`src/rtl/seg_pkg.sv`:
```
// Shared definitions for the seven-segment scanner.
// Holds the active-low segment patterns ({g,f,e,d,c,b,a}) and the scan FSM state encoding.
package seg_pkg;

  typedef enum logic {
    ST_BLANK = 1'b0,
    ST_ON    = 1'b1
  } state_t;

  localparam logic [6:0] SEG_0    = 7'b1000000;
  localparam logic [6:0] SEG_1    = 7'b1111001;
  localparam logic [6:0] SEG_2    = 7'b0100100;
  localparam logic [6:0] SEG_3    = 7'b0110000;
  localparam logic [6:0] SEG_4    = 7'b0011001;
  localparam logic [6:0] SEG_5    = 7'b0010010;
  localparam logic [6:0] SEG_6    = 7'b0000010;
  localparam logic [6:0] SEG_7    = 7'b1111000;
  localparam logic [6:0] SEG_8    = 7'b0000000;
  localparam logic [6:0] SEG_9    = 7'b0010000;
  localparam logic [6:0] SEG_DASH = 7'b0111111;
  localparam logic [6:0] SEG_OFF  = 7'b1111111;

endpackage

```
`src/rtl/bcd_to_seg.sv`:
```
// Combinational BCD to seven-segment decoder.
// Ports:
//   code - 4-bit digit code
//   seg  - active-low pattern {g,f,e,d,c,b,a}; codes 10..15 show a dash
module bcd_to_seg
  import seg_pkg::*;
(
  input  logic [3:0] code,
  output logic [6:0] seg
);

  always_comb begin
    seg = SEG_DASH;
    case (code)
      4'd0:    seg = SEG_0;
      4'd1:    seg = SEG_1;
      4'd2:    seg = SEG_2;
      4'd3:    seg = SEG_3;
      4'd4:    seg = SEG_4;
      4'd5:    seg = SEG_5;
      4'd6:    seg = SEG_6;
      4'd7:    seg = SEG_7;
      4'd8:    seg = SEG_8;
      4'd9:    seg = SEG_9;
      default: seg = SEG_DASH;
    endcase
  end

endmodule

```
`src/rtl/bcd_seg_scanner.sv`:
```
// Multiplexed common-anode seven-segment scanner.
// Snapshots NUM_DIGITS BCD digits plus decimal points into shadow registers and scans them,
// driving each digit for SCAN_DIV cycles with a BLANK_CYCLES all-off gap before each digit.
// Ports:
//   clk, rst  - clock; asynchronous active-high reset
//   bcd_in    - digit i in bits [4i+3:4i], digit 0 least significant
//   dp_in     - decimal-point request per digit
//   latch     - capture bcd_in/dp_in into the shadow registers
//   blank_lz  - enable leading-zero blanking (live, not shadowed)
//   seg, dp_n - active-low segments {g,f,e,d,c,b,a} and decimal point
//   an        - active-low digit enables
//   digit_idx - digit currently selected
module bcd_seg_scanner
  import seg_pkg::*;
#(
  parameter int unsigned NUM_DIGITS   = 4,
  parameter int unsigned SCAN_DIV     = 100000,
  parameter int unsigned BLANK_CYCLES = 16,
  localparam int unsigned IW = (NUM_DIGITS > 1) ? $clog2(NUM_DIGITS) : 1
) (
  input  logic                    clk,
  input  logic                    rst,
  input  logic [4*NUM_DIGITS-1:0] bcd_in,
  input  logic [NUM_DIGITS-1:0]   dp_in,
  input  logic                    latch,
  input  logic                    blank_lz,
  output logic [6:0]              seg,
  output logic                    dp_n,
  output logic [NUM_DIGITS-1:0]   an,
  output logic [IW-1:0]           digit_idx
);

  localparam int unsigned PW = (SCAN_DIV > 1) ? $clog2(SCAN_DIV) : 1;
  localparam int unsigned BW = (BLANK_CYCLES > 1) ? $clog2(BLANK_CYCLES) : 1;

  state_t                  state_q, state_d;
  logic [PW-1:0]           presc_q, presc_d;
  logic [BW-1:0]           blank_q, blank_d;
  logic [IW-1:0]           idx_q, idx_d;
  logic [4*NUM_DIGITS-1:0] shadow_bcd_q;
  logic [NUM_DIGITS-1:0]   shadow_dp_q;

  logic [NUM_DIGITS-1:0]   zero_above;
  logic                    lz_run;
  logic [3:0]              cur_code;
  logic                    cur_dp;
  logic                    cur_zero_above;
  logic [6:0]              dec_seg;

  always_ff @(posedge clk or posedge rst) begin
    if (rst) begin
      shadow_bcd_q <= '0;
      shadow_dp_q  <= '0;
    end else if (latch) begin
      shadow_bcd_q <= bcd_in;
      shadow_dp_q  <= dp_in;
    end
  end

  always_ff @(posedge clk or posedge rst) begin
    if (rst) begin
      state_q <= ST_BLANK;
      presc_q <= '0;
      blank_q <= '0;
      idx_q   <= '0;
    end else begin
      state_q <= state_d;
      presc_q <= presc_d;
      blank_q <= blank_d;
      idx_q   <= idx_d;
    end
  end

  always_comb begin
    state_d = state_q;
    presc_d = presc_q;
    blank_d = blank_q;
    idx_d   = idx_q;
    unique case (state_q)
      ST_BLANK: begin
        if (blank_q == BW'(BLANK_CYCLES - 1)) begin
          state_d = ST_ON;
          blank_d = '0;
        end else begin
          blank_d = blank_q + BW'(1);
        end
      end
      ST_ON: begin
        if (presc_q == PW'(SCAN_DIV - 1)) begin
          state_d = ST_BLANK;
          presc_d = '0;
          idx_d   = (idx_q == IW'(NUM_DIGITS - 1)) ? '0 : idx_q + IW'(1);
        end else begin
          presc_d = presc_q + PW'(1);
        end
      end
      default: state_d = ST_BLANK;
    endcase
  end

  // zero_above[i] is set when shadow digits NUM_DIGITS-1 down to i are all zero; a non-BCD
  // code is nonzero so it stops the run.
  always_comb begin
    zero_above = '0;
    lz_run     = 1'b1;
    for (int i = NUM_DIGITS - 1; i >= 0; i--) begin
      lz_run        = lz_run & (shadow_bcd_q[4*i +: 4] == 4'd0);
      zero_above[i] = lz_run;
    end
  end

  // Mux driven only by registered state so the outputs never see a raw input digit.
  always_comb begin
    cur_code       = '0;
    cur_dp         = 1'b0;
    cur_zero_above = 1'b0;
    for (int i = 0; i < NUM_DIGITS; i++) begin
      if (idx_q == IW'(i)) begin
        cur_code       = shadow_bcd_q[4*i +: 4];
        cur_dp         = shadow_dp_q[i];
        cur_zero_above = zero_above[i];
      end
    end
  end

  bcd_to_seg u_bcd_to_seg (
    .code (cur_code),
    .seg  (dec_seg)
  );

  always_comb begin
    an   = '1;
    seg  = SEG_OFF;
    dp_n = 1'b1;
    if (state_q == ST_ON) begin
      for (int i = 0; i < NUM_DIGITS; i++) begin
        an[i] = (idx_q != IW'(i));
      end
      // Digit 0 is never blanked; the anode stays on for a blanked digit so its dp still shows.
      seg  = (blank_lz && (idx_q != '0) && cur_zero_above) ? SEG_OFF : dec_seg;
      dp_n = ~cur_dp;
    end
  end

  assign digit_idx = idx_q;

endmodule

```
`config.mk`:
```
export PLATFORM = sky130hd
export DESIGN_NAME = bcd_seg_scanner
export DESIGN_NICKNAME = d
export VERILOG_FILES = /design/src/rtl/seg_pkg.sv /design/src/rtl/bcd_to_seg.sv /design/src/rtl/bcd_seg_scanner.sv
export SDC_FILE = /design/constraint.sdc
export NUM_CORES = 1
export LEC_CHECK = 0
export BUFFER_PORTS_ARGS = -buffer_cell sky130_fd_sc_hd__buf_4
export CORE_ASPECT_RATIO = 1.4
export CORE_UTILIZATION = 50
export CTS_BUF_LIST = sky130_fd_sc_hd__clkbuf_8 sky130_fd_sc_hd__clkbuf_16
export DETAILED_ROUTE_END_ITERATION = 10
export GPL_ROUTABILITY_DRIVEN = 0
export PLACE_DENSITY_LB_ADDON = 0.1
export SLEW_MARGIN = 5
export SYNTH_ARGS = -nofsm -noshare
export SYNTH_HDL_FRONTEND = slang
export SYNTH_SLANG_ARGS = --single-unit
```
`constraint.sdc`:
```
create_clock -name clk -period 3.25 [get_ports clk]
set_input_delay 0.4875 -clock clk [delete_from_list [all_inputs] [get_ports clk]]
set_output_delay 0.4875 -clock clk [all_outputs]
set_load 0.03 [all_outputs]
```
==> results_dict.tcl <==
set metrics [dict create \
    ant_nets 0 \
    peakVddDrop_mv 0.355 \
    drc 0 \
    area_growth_pct 19.8 \
    ys_seq_elements 44 \
    firstDrtPassIters 4 \
    cp_max_fo 11 \
    p_leak_nw 1.27 \
    die_h_um 84.9 \
    setup_violations 0 \
    hold_class "in2async" \
    grt_max_degree 26 \
    fmax_mhz 327 \
    cp_cell_sequence "inv_1, ha_2, a211oi_1, a221oi_2, buf_4, inv_1, ha_1, inv_1, o211a_1, a22oi_1, buf_4" \
    cp_top_family "compound AO/OA/AOI/OAI gates" \
    coreArea_um2 4610 \
    finClkSkew_ns 0.0105 \
    outcome "finished, final reports clean" \
    postCtsHoldBufs 0 \
    port-buffer-count 37 \
    p_total_w 0.00119 \
    synth.avg_cell_area_um2 10.4 \
    htreeDepth 2 \
    grt_pass1_wl_um 8520 \
    seq_area_frac_synth 0.449 \
    place_hpwl_um 3750 \
    min_period_over_period 0.940 \
    yosys.area.top_type "dfrtp_1" \
    p_seq_frac 0.494 \
    dieArea_um2 5200 \
    async_reset_ff_frac 1.00 \
    wl_per_cell_um 14.7 \
    path_depth 11 \
    setup_tns_ns 0 \
    power_frac_comb 0.159 \
    fin_nets 311 \
    p_clk_frac 0.347 \
    num_rows 29 \
    antennaDiodeCount 0 \
    routed_via_density 5.67 \
    dominantRegCellSynth "dfrtp_1" \
    drt_iter0_drc 113 \
    synth_area_um2 2450 \
    reg2regPathDepth 3 \
    required_ns 2.76 \
    cts_buffer_depth 2 \
    rsz0062_at_grt "no" \
    grt_pass1_vias 1839 \
    die_w_um 61.2 \
    critPathKind "reg2out" \
    layout_min_cycle_time_ns 3.05 \
    vias 1922 \
    crit_top_cell "inv_1" \
    maxCapViolations 0 \
    syn_inst 237 \
    cts_tree "done" \
    cp_slowest_cell "dfrtp_1" \
    critPathBufInv 5 \
    p_int_w 0.000885 \
    cts_root_buffer "clkbuf_8" \
    slew_violations 0 \
    layoutNonFillerInstCount 339 \
    synth_warnings 0 \
    arrival_ns 2.57 \
    crit_path_end_kind "output port" \
    powerDensity_nw_per_um2 406 \
    grtUsageTotal 0.221 \
    initial_core_util 0.532 \
    cp-start-kind "register" \
    dp_cells 331 \
    yosys-top-cells-area "dfrtp_1, mux2_2, ha_1" \
    synth_edf_count 0 \
    drive_gt1_frac 0.289 \
    grt_antenna_before_repair 0 \
    switching_share 0.257 \
    cts_buffers 5 \
    clk_pin_slew_ns 0.09 \
    hold_viol_final 0 \
    syn_nets 272 \
    slew_headroom 0.525 \
    power.switching_w 0.000307 \
    yosys-top-cells-count "dfrtp_1, nand2_1, mux2_2" \
    fill_cells 414 \
    wl_um 5000 \
    cts_resized 0 \
    io_pins 38 \
    yosysMostFrequentCell "dfrtp_1" \
    post_cts_buffers 0 \
    tightest_slew_ns 0.708 \
    synth_cell_type_count 46 \
    insertion_delay_ns 0.31 \
    grt_remaining_overflow 0 \
    cts_num_sinks 44 \
    netlist.area_leader.share 0.449 \
    cpPeakStageDelay_ns 0.47 \
]
==> logic make-up after synthesis <==
family                   count (synthesis)  synth area share
buffers and inverters                   21            0.0342
flip-flops                              44             0.449
AO/OA/AOI/OAI                           45             0.126
multiplexers                            21            0.0979
XOR/XNOR                                13            0.0464
adder cells (fa/ha/maj)                 11            0.0561
AND/OR/NAND/NOR                         82             0.190
==> sequential cells by signal, indices dropped and copies added (netlist names) <==
register / cells
presc_q: 17
shadow_bcd_q: 16
blank_q: 4
shadow_dp_q: 4
digit_idx: 2
state_q: 1
==> layout by cell type (no fill, tap or decap), types with 2 or more instances in the layout <==
cell type	count
dfrtp_1	44
buf_4	41
nand2_1	22
mux2_2	20
inv_1	12
o21ai_0	11
xnor2_1	11
nor2_1	10
a21oi_1	8
nand3_1	8
ha_1	7
nor3_1	6
clkbuf_8	5
nand4_1	4
nand3b_1	4
a211oi_1	4
nor3b_1	4
nor4_1	3
a221oi_1	3
o21ai_1	3
nor2b_1	3
a22oi_1	3
ha_2	3
and3_1	2
nor4b_1	2
o31ai_1	2
and4_1	2
and2_1	2
or3_1	2
a311oi_1	2
a221oi_2	2
xor2_1	2
==> metal layers <==
| layer | vias to the layer above | track usage | wire length (um) |
|---|---|---|---|
| met3 | 10 | 0.0427 | 131 |
| met2 | 32 | 0.378 | 2710 |
| met5 | - | 0 | 0 |
| li1 | 933 | - | - |
| met1 | 947 | 0.261 | 2050 |
| met4 | 0 | 0.0930 | 108 |
==> worst paths after layout <==
check                                    startpoint                           end  slack [ns]
setup / recovery           digit_idx[0]$_DFFE_PP0P_                        seg[3]        0.20
hold / removal                                  rst    shadow_dp_q[0]$_DFFE_PP0P_        0.20
setup reg to reg                  state_q$_DFF_PP0_      digit_idx[1]$_DFFE_PP0P_        1.19
hold reg to reg              presc_q[4]$_DFFE_PP0P_        presc_q[4]$_DFFE_PP0P_        0.50
max in group asynchronous                       rst  shadow_bcd_q[12]$_DFFE_PP0P_        2.31
min in group clk                         bcd_in[13]  shadow_bcd_q[13]$_DFFE_PP0P_        0.39
==> power groups by stage <==
stage	clock [W]	combinational, W	sequential [W]
after global placement	0	0.000188	0.000599
final	0.000414	0.000190	0.000588
after floorplan	0	0.000121	0.000593
after detailed placement	0	0.000190	0.000600
after global routing	0.000447	0.000207	0.000592
after CTS	0.000425	0.000190	0.000589
==> layout make-up <==
class	count	area, um^2	area share
Sequential cell	44	1100	0.375
Tap cell	62	77.6	0.0264
Clock inverter	3	38.8	0.0132
Multi-Input combinational cell	172	1300	0.442
Clock buffer	5	68.8	0.0234
Inverter	12	45.0	0.0153
Timing Repair Buffer	41	308	0.105
==> stage by stage <==
step	instance area (um^2)	setup slack [ns]	util	hold WS, ns
2_1_floorplan	2450	0.0836	-	0.453
3_3_place_gp	2800	0.447	0.608	0.478
3_5_place_dp	2800	0.377	0.608	0.493
4_1_cts	2910	0.0401	0.631	0.219
5_1_grt	2940	0.0214	0.638	0.254
6_report	2940	0.196	0.638	0.203
Power figures use the tool's default switching activity.
